--- config.mk ---
export PLATFORM = sky130hd
export DESIGN_NAME = id_ex_stage
export DESIGN_NICKNAME = d
export VERILOG_FILES = /design/src/rtl/riscv_pkg.sv /design/src/rtl/id_decode.sv /design/src/rtl/id_ex_stage.sv
export SDC_FILE = /design/constraint.sdc
export NUM_CORES = 1
export LEC_CHECK = 0
export BUFFER_PORTS_ARGS = -buffer_cell sky130_fd_sc_hd__buf_2
export CORE_MARGIN = 4
export CORE_UTILIZATION = 54
export CTS_BUF_LIST = sky130_fd_sc_hd__clkbuf_8 sky130_fd_sc_hd__clkbuf_16
export DETAILED_ROUTE_END_ITERATION = 7
export PLACE_DENSITY = 0.88
export SYNTH_ARGS = -nofsm -noshare
export SYNTH_HDL_FRONTEND = slang
export SYNTH_SLANG_ARGS = --single-unit
--- constraint.sdc ---
create_clock -name clk -period 2.4 [get_ports clk]
set_input_delay 0.72 -clock clk [delete_from_list [all_inputs] [get_ports clk]]
set_output_delay 0.72 -clock clk [all_outputs]
set_load 0.05 [all_outputs]
--- src/rtl/riscv_pkg.sv ---
// riscv_pkg: RV32I opcode and ALU op constants shared by decode, execute stage and ALU
package riscv_pkg;

    typedef enum logic [3:0] {
        ALU_ADD  = 4'b0000,
        ALU_SLL  = 4'b0001,
        ALU_SLT  = 4'b0010,
        ALU_SLTU = 4'b0011,
        ALU_XOR  = 4'b0100,
        ALU_SRL  = 4'b0101,
        ALU_OR   = 4'b0110,
        ALU_AND  = 4'b0111,
        ALU_SUB  = 4'b1000,
        ALU_SRA  = 4'b1101
    } alu_op_e;

    localparam logic [6:0] OPC_OP     = 7'b0110011;
    localparam logic [6:0] OPC_OP_IMM = 7'b0010011;
    localparam logic [6:0] OPC_LUI    = 7'b0110111;
    localparam logic [6:0] OPC_AUIPC  = 7'b0010111;

    typedef struct packed {
        logic [31:0] alu_a;
        logic [31:0] alu_b;
        logic [3:0]  alu_op;
        logic [4:0]  rd;
        logic        rd_we;
        logic [31:0] pc;
        logic        illegal;
    } ex_pkt_t;

endpackage

--- src/rtl/id_decode.sv ---
// id_decode: combinational RV32I ALU-instruction decode into an execute packet
module id_decode
    import riscv_pkg::*;
(
    input  logic [31:0] instr,
    input  logic [31:0] pc,
    input  logic [31:0] rs1_data,
    input  logic [31:0] rs2_data,
    output ex_pkt_t     pkt
);

    logic [2:0] f3;
    logic [6:0] f7;
    logic       sh;
    logic       legal;

    assign f3 = instr[14:12];
    assign f7 = instr[31:25];
    assign sh = instr[13:12] == 2'b01;

    // funct3 lines up with the low op bits, so op = {funct7[5], funct3} for the register form
    always_comb begin
        pkt = '0;
        pkt.rd = instr[11:7];
        pkt.pc = pc;
        legal = 1'b1;
        case (instr[6:0])
            OPC_OP: begin
                legal = f7 == 7'h00 || (f7 == 7'h20 && (f3 == 3'b000 || f3 == 3'b101));
                pkt.alu_a = rs1_data;
                pkt.alu_b = rs2_data;
                pkt.alu_op = {f7[5], f3};
            end
            OPC_OP_IMM: begin
                legal = !sh || f7 == 7'h00 || (f3 == 3'b101 && f7 == 7'h20);
                pkt.alu_a = rs1_data;
                pkt.alu_b = sh ? {27'b0, instr[24:20]} : {{20{instr[31]}}, instr[31:20]};
                pkt.alu_op = {f3 == 3'b101 && instr[30], f3};
            end
            OPC_LUI: begin
                pkt.alu_b = {instr[31:12], 12'b0};
                pkt.alu_op = ALU_ADD;
            end
            OPC_AUIPC: begin
                pkt.alu_a = pc;
                pkt.alu_b = {instr[31:12], 12'b0};
                pkt.alu_op = ALU_ADD;
            end
            default: legal = 1'b0;
        endcase
        pkt.alu_a = legal ? pkt.alu_a : 32'b0;
        pkt.alu_b = legal ? pkt.alu_b : 32'b0;
        pkt.alu_op = legal ? pkt.alu_op : ALU_ADD;
        pkt.illegal = !legal;
        pkt.rd_we = legal && pkt.rd != 5'd0;
    end

endmodule

--- src/rtl/id_ex_stage.sv ---
// id_ex_stage: ID/EX pipeline register with optional two-entry skid buffer
module id_ex_stage
    import riscv_pkg::*;
#(
    parameter int SKID_EN = 1
) (
    input  logic        clk,
    input  logic        rst_n,
    input  logic        in_valid,
    output logic        in_ready,
    input  logic [31:0] instr,
    input  logic [31:0] pc,
    input  logic [31:0] rs1_data,
    input  logic [31:0] rs2_data,
    input  logic        flush,
    output logic        out_valid,
    input  logic        out_ready,
    output logic [31:0] alu_a,
    output logic [31:0] alu_b,
    output logic [3:0]  alu_op,
    output logic [4:0]  rd,
    output logic        rd_we,
    output logic [31:0] out_pc,
    output logic        illegal
);

    ex_pkt_t dec;
    ex_pkt_t out_q;
    ex_pkt_t skid_q;
    logic    skid_valid;
    logic    in_fire;
    logic    adv;

    id_decode u_dec (
        .instr    (instr),
        .pc       (pc),
        .rs1_data (rs1_data),
        .rs2_data (rs2_data),
        .pkt      (dec)
    );

    assign in_ready = SKID_EN != 0 ? !skid_valid : !out_valid || out_ready;
    assign in_fire  = in_valid && in_ready;
    assign adv      = !out_valid || out_ready;

    // skid entry drains into the output before any new input is taken
    always_ff @(posedge clk or negedge rst_n) begin
        if (!rst_n) begin
            out_valid  <= 1'b0;
            skid_valid <= 1'b0;
            out_q      <= '0;
            skid_q     <= '0;
        end else if (flush) begin
            out_valid  <= 1'b0;
            skid_valid <= 1'b0;
        end else if (adv) begin
            out_valid  <= skid_valid || in_fire;
            skid_valid <= 1'b0;
            if (skid_valid)
                out_q <= skid_q;
            else if (in_fire)
                out_q <= dec;
        end else if (in_fire && SKID_EN != 0) begin
            skid_valid <= 1'b1;
            skid_q     <= dec;
        end
    end

    assign alu_a   = out_q.alu_a;
    assign alu_b   = out_q.alu_b;
    assign alu_op  = out_q.alu_op;
    assign rd      = out_q.rd;
    assign rd_we   = out_q.rd_we;
    assign out_pc  = out_q.pc;
    assign illegal = out_q.illegal;

endmodule

==> run summary <==
Slew headroom: 52.39%
Sink Count: 216
P per Cell Area: 747.4 mW/mm²
Clock Latency Late Sink: 0.51 ns
Drt total wl: 29520 µm
Ys Warns: 0
IO Count: 242
Root Buffer: clkbuf_16
Fin area: 0.01235 mm²
Post-Place Cells: 1502
Yosys reg bits: 216
Minimum clock period: 2.119 ns
Layout net count: 1431
Die ar.: 0.02073 mm²
Non-Filler Instances: 1542
Initial antenna violation count: 1
Clk pin slew, worst setup/hold paths: 0.06 ns
First-pass GRT wire length: 45970 µm
Congestion Overflow GR: 0
Worst Hold Class: in2async
Crit-path cells: clkinv_1, buf_2
Core area: 0.01809 mm²
Max-slew violation count: 0
Most common cell after layout, fill and taps aside: nand2_1
CTS H-tree depth: 1
Post-CTS Resized: 0
MaxCap Viol Count: 0
WP buf/inv: 2
Top cells by area, synth: dfrtp_1 54%, nand2_1 10%, o31ai_1 4.8%
Sw power: 2.901 mW
Row cnt: 49
Final ANT Viol Nets: 0
Count of cell types in the netlist: 39
Post-layout util: 68.27%
CTS Buffer Depth: 3
Clock power share: 35.1%
Total number of vias: 9220
Worst Max-Slew Pin Slew: 0.7142 ns
DR pass1 iterations: 5
Combinational share of power: 19.6%
Share of cells above drive strength 1: 25.02%
CTS tree: built
Cell Area, Placed: 0.01166 mm²
Peak Freq: 0.4720 GHz
Mapped Area: 0.009987 mm²
Crit end category: primary output
Largest net degree at the start of global routing: 99
Initial DRC Count: 658
Number of buffers created by CTS: 23
Sequential fraction of the synthesis area: 54.12%
Status: complete, no violations
Crit Path Category: reg2out
CP required: 1.68 ns
Port bufs: 241
Crit-path max cell delay: 0.51 ns
Switching share of power: 31.43%
Syn Inst Count: 1077
CP Max Fanout: 6
Crit path launch type: flip-flop
Worst path slowest cell: dfrtp_4
Sum Neg Setup Slack: 0 ns
Die width: 144.0 µm
Final Hold Fails: 0
Crit path launch: skid_valid
Vias in the first global route: 8757
Post-DP HPWL: 20390 µm
Leak: 6.109 nW
Tcrit/Tclk final: 88.28%
DRC viols: 0
Initial Util: 55.22%
Seq pwr share: 45.2%
Post-CTS setup buffer count: 0
CP arrival: 1.40 ns
Die Height: 144.0 µm
Yosys top cell by area: dfrtp_1
Reg-to-reg setup timing slack: 0.44 ns
RSZ-0062 raised after global routing: no
Yosys top cell area share: 54.12%
Syn Nets: 1210
Gp weighted congestion: 0.9751
Pint: 6.328 mW
Hold buffers post-CTS: 0
GRT Overall Usage: 27.56%
Crit path max-delay family: flip-flops
Worst Clk Skew: 0.01582 ns
# setup viols final: 0
Avg WL per Cell: 19.15 µm
Area delta synth->final: 23.63%
Avg Cell Area, Syn: 9.273 µm²
Via density per instance: 5.979
Commonest non-fill, non-tap cells in the layout: 272 x nand2_1, 240 x buf_2, 215 x dfrtp_1
Max VDD drop: 0.4848 mV
Reg2reg start: skid_valid
[registers in the layout, indices dropped and copies added (netlist names), 4 cells and up]
| signal | flops |
|---|---|
| skid_q | 107 |
| alu_a | 32 |
| alu_b | 32 |
| out_pc | 32 |
| rd | 5 |
| alu_op | 4 |
[through the flow]
stage	power, mW	worst slack (ns)	hold WS [ns]
after detailed placement	6.033	-0.04266	0.4484
after CTS	9.286	0.2809	0.1255
final	9.228	0.2813	0.1116
after global routing	9.600	0.2416	0.1351
after global placement	5.981	-0.01775	0.4417
after floorplan	5.350	0.1951	0.4244
[cell families (layout without fill, tap and decap cells)]
family | count (synthesis) | in the layout | synth area share, %
compound gates | 319 | 319 | 20.35
buf+inv | 99 | 333 | 4.209
flops | 216 | 216 | 54.12
mux | 42 | 42 | 4.209
other cells | 0 | 2 | 0
simple gates | 401 | 401 | 17.11
[per-layer routing]
metal / vias up / track usage (%) / part of all wire (%)
met5: - / 0 / 0
met4: 0 / 10.26 / 3.9
met3: 87 / 4.762 / 8.3
met2: 443 / 43.92 / 48
met1: 4453 / 38.23 / 40
li1: 4237 / - / -
[power groups by stage]
stage / sequential (mW) / clock (mW) / combinational [mW]
CTS: 4.17 / 3.30 / 1.82
finish: 4.17 / 3.24 / 1.81
global placement: 4.21 / 0 / 1.77
global route: 4.20 / 3.46 / 1.94
detailed placement: 4.22 / 0 / 1.81
floorplan: 4.82 / 0 / 0.531
[cell usage after synthesis]
cell type	number
a211oi_1	1
a21boi_0	1
a21o_1	3
a21oi_1	82
a221oi_1	1
a22o_1	18
a22oi_1	35
a2bb2oi_1	11
a31oi_1	1
a32o_1	1
a32oi_1	15
and2_1	1
and3_1	43
and3b_1	1
buf_1	1
buf_2	6
buf_4	2
buf_6	4
clkbuf_1	78
clkbuf_2	3
clkinv_1	2
dfrtp_1	216
inv_1	3
mux2i_1	42
nand2_1	272
nand2_4	1
nand2b_1	2
nand3_1	11
nand3_2	1
nand4_1	1
nor2_1	42
nor2b_1	5
nor3_1	16
nor4b_1	1
o21ai_0	86
o31ai_1	64
or3_1	2
or4_1	1
or4_4	1
[path summary, 6_finish.rpt]
check | endpoint | cells past startpoint
setup / recovery | in_ready | 2
hold / removal | out_pc[6] | 1
setup reg to reg | out_pc[11] | 4
hold reg to reg | skid_q[39] | 2
max in group asynchronous | alu_b[3] | 2
min in group clk | skid_q[28] | 3
[cell type report]
class	instances	area [µm²]
flip-flops and latches	216	5409
inverters	5	18.77
fillers	1368	5739
diodes	2	5.005
well taps	229	286.5
clock buffers	24	589.3
multi-input cells	762	4192
repair buffers	290	1759
clock inverters	14	87.58
Power figures use the tool's default switching activity.
